==> src/rtl/quad_cmd_pkg.sv <==
// Shared opcodes, response codes, queue entry layout and sequencer state
// encoding for the ground-side QuadCopter command path.
package quad_cmd_pkg;

   localparam logic [7:0] REQ_BATT  = 8'h01;
   localparam logic [7:0] SET_PTCH  = 8'h02;
   localparam logic [7:0] SET_ROLL  = 8'h03;
   localparam logic [7:0] SET_YAW   = 8'h04;
   localparam logic [7:0] SET_THRST = 8'h05;
   localparam logic [7:0] CALIBRATE = 8'h06;
   localparam logic [7:0] EMER_LAND = 8'h07;
   localparam logic [7:0] MTRS_OFF  = 8'h08;

   localparam logic [7:0]  ACK     = 8'hA5;
   localparam logic [15:0] NO_DATA = 16'h0000;

   typedef struct packed {
      logic [7:0]  cmd;
      logic [15:0] data;
   } cmd_entry_t;

   typedef enum logic [2:0] {
      S_IDLE,
      S_LOAD,
      S_SEND,
      S_WAIT_RESP,
      S_CLR,
      S_RETIRE
   } seq_state_e;

   // Battery requests return a reading rather than an ACK, so any byte counts.
   function automatic logic is_success(input logic [7:0] op, input logic [7:0] rsp);
      return (op == REQ_BATT) || (rsp == ACK);
   endfunction

endpackage

==> src/rtl/cmd_fifo.sv <==
// Circular FIFO with one extra wrap bit per pointer to tell full from empty.
// A push while full is dropped regardless of a simultaneous pop.
module cmd_fifo #(
   parameter int DEPTH = 4,
   parameter int WIDTH = 24
) (
   input  logic             clk,
   input  logic             rst,
   input  logic             push_i,
   input  logic [WIDTH-1:0] wr_data_i,
   input  logic             pop_i,
   output logic [WIDTH-1:0] rd_data_o,
   output logic             full_o,
   output logic             empty_o
);

   localparam int AW = $clog2(DEPTH);

   logic [AW:0]      wr_ptr_q, wr_ptr_d;
   logic [AW:0]      rd_ptr_q, rd_ptr_d;
   logic [WIDTH-1:0] mem_q [DEPTH];
   logic             wr_en;
   logic             rd_en;

   assign full_o  = (wr_ptr_q[AW] != rd_ptr_q[AW]) &&
                    (wr_ptr_q[AW-1:0] == rd_ptr_q[AW-1:0]);
   assign empty_o = (wr_ptr_q == rd_ptr_q);
   assign wr_en   = push_i && !full_o;
   assign rd_en   = pop_i && !empty_o;

   assign wr_ptr_d  = wr_en ? wr_ptr_q + 1'b1 : wr_ptr_q;
   assign rd_ptr_d  = rd_en ? rd_ptr_q + 1'b1 : rd_ptr_q;
   assign rd_data_o = mem_q[rd_ptr_q[AW-1:0]];

   // NOTE: sequential state uses non-blocking assignments so every register
   // samples the pre-edge values, independent of process ordering.
   always_ff @(posedge clk) begin
      if (rst) begin
         wr_ptr_q <= '0;
         rd_ptr_q <= '0;
      end else begin
         wr_ptr_q <= wr_ptr_d;
         rd_ptr_q <= rd_ptr_d;
      end
   end

   // NOTE: storage is deliberately not reset; empty pointers already mask
   // stale contents, and leaving it reset-free lets it map onto RAM.
   always_ff @(posedge clk) begin
      if (wr_en) begin
         mem_q[wr_ptr_q[AW-1:0]] <= wr_data_i;
      end
   end

endmodule

==> src/rtl/cmd_sequencer.sv <==
// Queues command/data pairs and drives them one at a time through CommMaster,
// checking ACK/NAK, retrying on failure or timeout, and reporting completion.
module cmd_sequencer
   import quad_cmd_pkg::*;
#(
   parameter int DEPTH      = 4,
   parameter int TMO_CYCLES = 1_000_000,
   parameter int MAX_RETRY  = 2
) (
   input  logic        clk,
   input  logic        rst,
   input  logic        push,
   input  logic [7:0]  push_cmd,
   input  logic [15:0] push_data,
   output logic        full,
   output logic        busy,
   output logic        snd_cmd,
   output logic [7:0]  cmd,
   output logic [15:0] data,
   input  logic        frm_snt,
   input  logic        resp_rdy,
   input  logic [7:0]  resp,
   output logic        clr_resp_rdy,
   output logic        done,
   output logic [7:0]  done_cmd,
   output logic [7:0]  done_resp,
   output logic        done_err
);

   localparam int TW = $clog2(TMO_CYCLES + 1);
   localparam int RW = (MAX_RETRY > 0) ? $clog2(MAX_RETRY + 1) : 1;

   seq_state_e  state_q, state_d;
   logic [7:0]  cmd_q, cmd_d;
   logic [15:0] data_q, data_d;
   logic [RW-1:0] retry_q, retry_d;
   logic [TW-1:0] tmo_q, tmo_d;
   logic [7:0]  resp_q, resp_d;
   logic        tmo_hit_q, tmo_hit_d;
   logic        snd_cmd_q, snd_cmd_d;
   logic        clr_q, clr_d;
   logic        done_q, done_d;
   logic [7:0]  done_cmd_q, done_cmd_d;
   logic [7:0]  done_resp_q, done_resp_d;
   logic        done_err_q, done_err_d;

   cmd_entry_t  head;
   logic        fifo_empty;
   logic        fifo_full;
   logic        pop;

   // Frame-sent is observed for debug only; it never gates the response wait.
   logic unused_frm_snt;
   assign unused_frm_snt = frm_snt;

   cmd_fifo #(
      .DEPTH (DEPTH),
      .WIDTH ($bits(cmd_entry_t))
   ) u_fifo (
      .clk       (clk),
      .rst       (rst),
      .push_i    (push),
      .wr_data_i ({push_cmd, push_data}),
      .pop_i     (pop),
      .rd_data_o (head),
      .full_o    (fifo_full),
      .empty_o   (fifo_empty)
   );

   // NOTE: every signal written here gets a default first, so no path through
   // the case statement can leave one unassigned and infer a latch.
   always_comb begin
      state_d     = state_q;
      cmd_d       = cmd_q;
      data_d      = data_q;
      retry_d     = retry_q;
      tmo_d       = tmo_q;
      resp_d      = resp_q;
      tmo_hit_d   = tmo_hit_q;
      done_cmd_d  = done_cmd_q;
      done_resp_d = done_resp_q;
      done_err_d  = done_err_q;
      pop         = 1'b0;

      unique case (state_q)
         S_IDLE: begin
            if (!fifo_empty) state_d = S_LOAD;
         end
         S_LOAD: begin
            pop     = 1'b1;
            cmd_d   = head.cmd;
            data_d  = head.data;
            retry_d = '0;
            state_d = S_SEND;
         end
         S_SEND: begin
            tmo_d   = '0;
            state_d = S_WAIT_RESP;
         end
         S_WAIT_RESP: begin
            tmo_d = (tmo_q == TW'(TMO_CYCLES)) ? tmo_q : tmo_q + 1'b1;
            if (resp_rdy) begin
               resp_d    = resp;
               tmo_hit_d = 1'b0;
               state_d   = S_CLR;
            end else if (tmo_q >= TW'(TMO_CYCLES - 1)) begin
               resp_d    = 8'h00;
               tmo_hit_d = 1'b1;
               state_d   = S_CLR;
            end
         end
         S_CLR: begin
            if (!tmo_hit_q && is_success(cmd_q, resp_q)) begin
               done_err_d = 1'b0;
               state_d    = S_RETIRE;
            end else if (retry_q < RW'(MAX_RETRY)) begin
               retry_d = retry_q + 1'b1;
               state_d = S_SEND;
            end else begin
               done_err_d = 1'b1;
               state_d    = S_RETIRE;
            end
            if (state_d == S_RETIRE) begin
               done_cmd_d  = cmd_q;
               done_resp_d = resp_q;
            end
         end
         S_RETIRE: begin
            state_d = S_IDLE;
         end
         default: state_d = S_IDLE;
      endcase

      // Pulses are decoded from the next state so they coincide with the state.
      snd_cmd_d = (state_d == S_SEND);
      clr_d     = (state_d == S_CLR);
      done_d    = (state_d == S_RETIRE);
   end

   always_ff @(posedge clk) begin
      if (rst) begin
         state_q     <= S_IDLE;
         cmd_q       <= 8'h00;
         data_q      <= NO_DATA;
         retry_q     <= '0;
         tmo_q       <= '0;
         resp_q      <= 8'h00;
         tmo_hit_q   <= 1'b0;
         snd_cmd_q   <= 1'b0;
         clr_q       <= 1'b0;
         done_q      <= 1'b0;
         done_cmd_q  <= 8'h00;
         done_resp_q <= 8'h00;
         done_err_q  <= 1'b0;
      end else begin
         state_q     <= state_d;
         cmd_q       <= cmd_d;
         data_q      <= data_d;
         retry_q     <= retry_d;
         tmo_q       <= tmo_d;
         resp_q      <= resp_d;
         tmo_hit_q   <= tmo_hit_d;
         snd_cmd_q   <= snd_cmd_d;
         clr_q       <= clr_d;
         done_q      <= done_d;
         done_cmd_q  <= done_cmd_d;
         done_resp_q <= done_resp_d;
         done_err_q  <= done_err_d;
      end
   end

   assign full         = fifo_full;
   assign busy         = (state_q != S_IDLE) || !fifo_empty;
   assign snd_cmd      = snd_cmd_q;
   assign cmd          = cmd_q;
   assign data         = data_q;
   assign clr_resp_rdy = clr_q;
   assign done         = done_q;
   assign done_cmd     = done_cmd_q;
   assign done_resp    = done_resp_q;
   assign done_err     = done_err_q;

endmodule

==> config.mk <==
export PLATFORM = sky130hd
export DESIGN_NAME = cmd_sequencer
export DESIGN_NICKNAME = d
export VERILOG_FILES = /design/src/rtl/quad_cmd_pkg.sv /design/src/rtl/cmd_fifo.sv /design/src/rtl/cmd_sequencer.sv
export SDC_FILE = /design/constraint.sdc
export NUM_CORES = 1
export LEC_CHECK = 0
export ABC_AREA = 1
export ABC_CLOCK_PERIOD_IN_PS = 3100
export CAP_MARGIN = 5
export CORE_MARGIN = 2
export CORE_UTILIZATION = 56
export DETAILED_ROUTE_END_ITERATION = 8
export GPL_TIMING_DRIVEN = 0
export PLACE_DENSITY = 0.84
export SYNTH_ARGS = -nofsm -noshare
export SYNTH_HDL_FRONTEND = slang
export SYNTH_SLANG_ARGS = --single-unit
==> constraint.sdc <==
create_clock -name clk -period 3.1 [get_ports clk]
set_input_delay 0.31 -clock clk [delete_from_list [all_inputs] [get_ports clk]]
set_output_delay 0.31 -clock clk [all_outputs]
set_load 0.005 [all_outputs]
==> impl_metrics.py <==
metrics = {
    "grt": {
        "track_usage": 0.270,
        "antenna_found_initial": 0,
        "grt_start_max_net_pins": 26,
        "grt_pass1_vias": 5663,
        "grt-ovfl-total": 0,
        "grt_pass1_wl_um": 29500,
    },
    "timing": {
        "maxSlewHeadroom": 0.400,
        "fin_ws_ps": 675,
        "finalCritPeriodShare": 0.782,
        "finalSetupViolCount": 0,
        "fin_crit_ps": 2420,
        "grt_setup_unrepaired": "no",
        "drv_slew": 0,
        "tightest_slew_ps": 898,
        "skew_ps": 6.48,
        "hold_viol_final": 0,
        "max_freq_mhz": 412,
    },
    "synth": {
        "synth_cell_types": 35,
        "synth.area.top_cells": "edfxtp_1 38%, dfxtp_1 22%, o21ai_0 6.5%",
        "seq_area_frac_synth": 0.609,
        "yosysTopAreaCellShare": 0.385,
        "yosys_warnings": 0,
        "synth_top_cell_by_area": "edfxtp_1",
        "synthCells": 800,
        "synth_fp_nets": 844,
        "synthArstFlopShare": 0,
        "synth_seq_cells": 180,
        "avgSynthCellArea_sq_um": 9.37,
        "ys.flop_type": "edfxtp_1",
        "synth_edf_count": 96,
        "netlist_area_sq_mm": 0.00750,
        "yosysMostFrequentCell": "nor2_1",
        "ys_top_cells_by_count": "125 x nor2_1, 109 x nand2_1, 97 x o21ai_0, 96 x edfxtp_1, 84 x dfxtp_1",
    },
    "cts": {
        "cts_resized": 0,
        "cts_tree": "built",
        "clock_path_buffers": 2,
        "cts_sinks": 180,
        "cts_buffers": 17,
        "root_buffer": "clkbuf_16",
        "cts_setup_buffers": 0,
        "cts_hold_buf": 0,
        "htree_levels": 4,
        "worstSkewPairLatency_ps": 430,
        "path_clk_slew_ps": 70,
    },
    "setup_path": {
        "endpoint_kind": "flip-flop",
        "crit_type": "flip-flop to flip-flop",
        "r2r_start": "u_fifo.rd_ptr_q[1]$_SDFFE_PP0P_",
        "cpPeakStageDelay_ps": 760,
        "crit_start": "u_fifo.rd_ptr_q[1]$_SDFFE_PP0P_",
        "worst_r2r_path_depth": 6,
        "cpMaxStageDelayCell": "nor2_2",
        "r2r_end": "u_fifo.mem_q[2][20]$_DFFE_PP_",
        "cp_max_fo": 14,
        "crit_chain": "clkbuf_2 > xnor2_1 > nand3_1 > nand2_1 > nor2_2 > buf_8",
        "worstPathArrival_ps": 2560,
        "cp_data_required_time_ps": 3240,
        "crit_end": "u_fifo.mem_q[2][20]$_DFFE_PP_",
        "reg2reg_slack_ps": 680,
        "cp-start-kind": "flip-flop",
    },
    "power": {
        "p_total_mw": 6.53,
        "power_density_mw_per_mm2": 714,
        "ir_drop_v": 0.000561,
        "p_leak_nw": 3.46,
    },
    "floorplan": {
        "die_h_um": 120,
        "ios": 83,
        "die_x_um": 120,
        "core_area_sq_mm": 0.0131,
        "num_rows": 42,
        "die_area_sq_mm": 0.0143,
        "start_util": 0.571,
    },
    "final_layout": {
        "multiInputGateArea_sq_mm": 0.00248,
        "drive_gt1_frac": 0.0766,
        "n_antenna_cell": 0,
        "layout.cells.non_filler": 1090,
        "areaGrowthSynthToFinish_pct": 22.0,
        "fill_cells": 964,
        "register_area_sq_mm": 0.00456,
        "fin_nets": 945,
    },
    "routing": {
        "postRouteAntennaNets": 0,
        "wirelength_um": 19000,
        "num_vias": 6084,
        "wire_per_inst_um": 17.4,
        "viasPerCell": 5.58,
        "drcViolationCount": 0,
        "drtPass1Iterations": 5,
        "drt_iter0_drc": 664,
    },
    "min_path": {
        "hold_path_startpoint": "rst",
        "hp-class": "primary input to flip-flop",
    },
    "placement": {
        "gp_congestion": 0.902,
        "port_buffers": 79,
        "dpl.hpwl_um": 12900,
        "dp.cells": 1058,
        "place_ws_ps": 718,
    },
    "run": {
        "maxCapViolCount": 0,
    },
    "status": {
        "run_status": "complete, no violations",
    },
}
## routing by layer
| layer | global-route usage | vias up | part of all wire |
|---|---|---|---|
| met1 | 0.350 | 2869 | 0.41 |
| met4 | 0.0963 | 0 | 0.018 |
| met5 | 0 | - | 0 |
| met3 | 0.0604 | 30 | 0.078 |
| met2 | 0.448 | 278 | 0.49 |
| li1 | - | 2907 | - |
## cell families (layout without fill, tap and decap cells)
group | after synthesis | after routing | share of synthesized area
XOR/XNOR | 4 | 4 | 0.00467
flip-flops | 180 | 180 | 0.609
adder cells (fa/ha/maj) | 7 | 7 | 0.0117
AND/OR/NAND/NOR | 307 | 307 | 0.174
buffers and inverters | 113 | 227 | 0.0617
AO/OA/AOI/OAI | 189 | 189 | 0.139
## registers in the layout, indices dropped and copies added (netlist names)
signal,cells
retry_q,2
done,1
done_cmd,8
resp_q,8
u_fifo.mem_q,96
done_resp,8
done_err,1
cmd,8
clr_resp_rdy,1
u_fifo.wr_ptr_q,3
data,16
state_q,3
u_fifo.rd_ptr_q,3
tmo_q,20
tmo_hit_q,1
snd_cmd,1
## critical path, delay by kind of cell, from the launching register on
kind / cells / cell delay, ps
flip-flops: 1 / 350
AND/OR/NAND/NOR: 3 / 1160
buffers and inverters: 2 / 480
XOR/XNOR: 1 / 130
## layout make-up
type | instances | area share
Sequential cell | 180 | 0.499
Multi-Input combinational cell | 507 | 0.272
Timing Repair Buffer | 82 | 0.0941
Clock buffer | 21 | 0.0503
Inverter | 77 | 0.0316
Tap cell | 176 | 0.0241
Buffer | 36 | 0.0190
Clock inverter | 11 | 0.00999
## placed cells by master, fill, tap and decap left out, types with 3 or more instances in the layout
| master | n |
|---|---|
| clkbuf_1 | 25 |
| clkbuf_16 | 17 |
| inv_6 | 4 |
| inv_1 | 70 |
| edfxtp_1 | 96 |
| nor2_2 | 8 |
| clkdlybuf4s50_1 | 79 |
| clkinvlp_4 | 3 |
| buf_2 | 6 |
| inv_2 | 7 |
| a21oi_1 | 41 |
| ha_1 | 7 |
| nand3_1 | 42 |
| nand4_1 | 10 |
| o21ai_0 | 97 |
| xnor2_1 | 3 |
| dfxtp_1 | 84 |
| nand2_1 | 109 |
| o21bai_1 | 21 |
| o22ai_1 | 24 |
| nor2_1 | 121 |
| nor3_1 | 7 |
| a21oi_2 | 3 |
## power by group
| group | leakage (nW) | switching (mW) | internal, mW |
|---|---|---|---|
| sequential | 1.56 | 0.141 | 2.74 |
| clock | 0.263 | 0.935 | 1.08 |
| combinational | 1.63 | 0.977 | 0.653 |
## how the worst min path moves through the flow
stage / endpoint / slack (ps) / depth (start not counted)
floorplan: u_fifo.mem_q[0][0]$_DFFE_PP_ / 410 / 0
CTS: cmd[6]$_SDFFE_PP0P_ / 320 / 4
global route: cmd[6]$_SDFFE_PP0P_ / 380 / 4
finish: cmd[1]$_SDFFE_PP0P_ / 350 / 4
global placement: u_fifo.wr_ptr_q[2]$_SDFFE_PP0P_ / 460 / 2
detailed placement: resp_q[6]$_SDFFE_PP0P_ / 470 / 2
## stage by stage
step	cell area, sq um	hold WS (ps)	TNS (ps)	util
6_report	9150	349	0	0.696
5_1_grt	9150	381	0	0.696
2_1_floorplan	7500	409	0	-
4_1_cts	9150	325	0	0.696
3_3_place_gp	8510	459	-9950	0.648
3_5_place_dp	8590	472	0	0.654
Note: power is estimated with default switching activity, not from simulation.
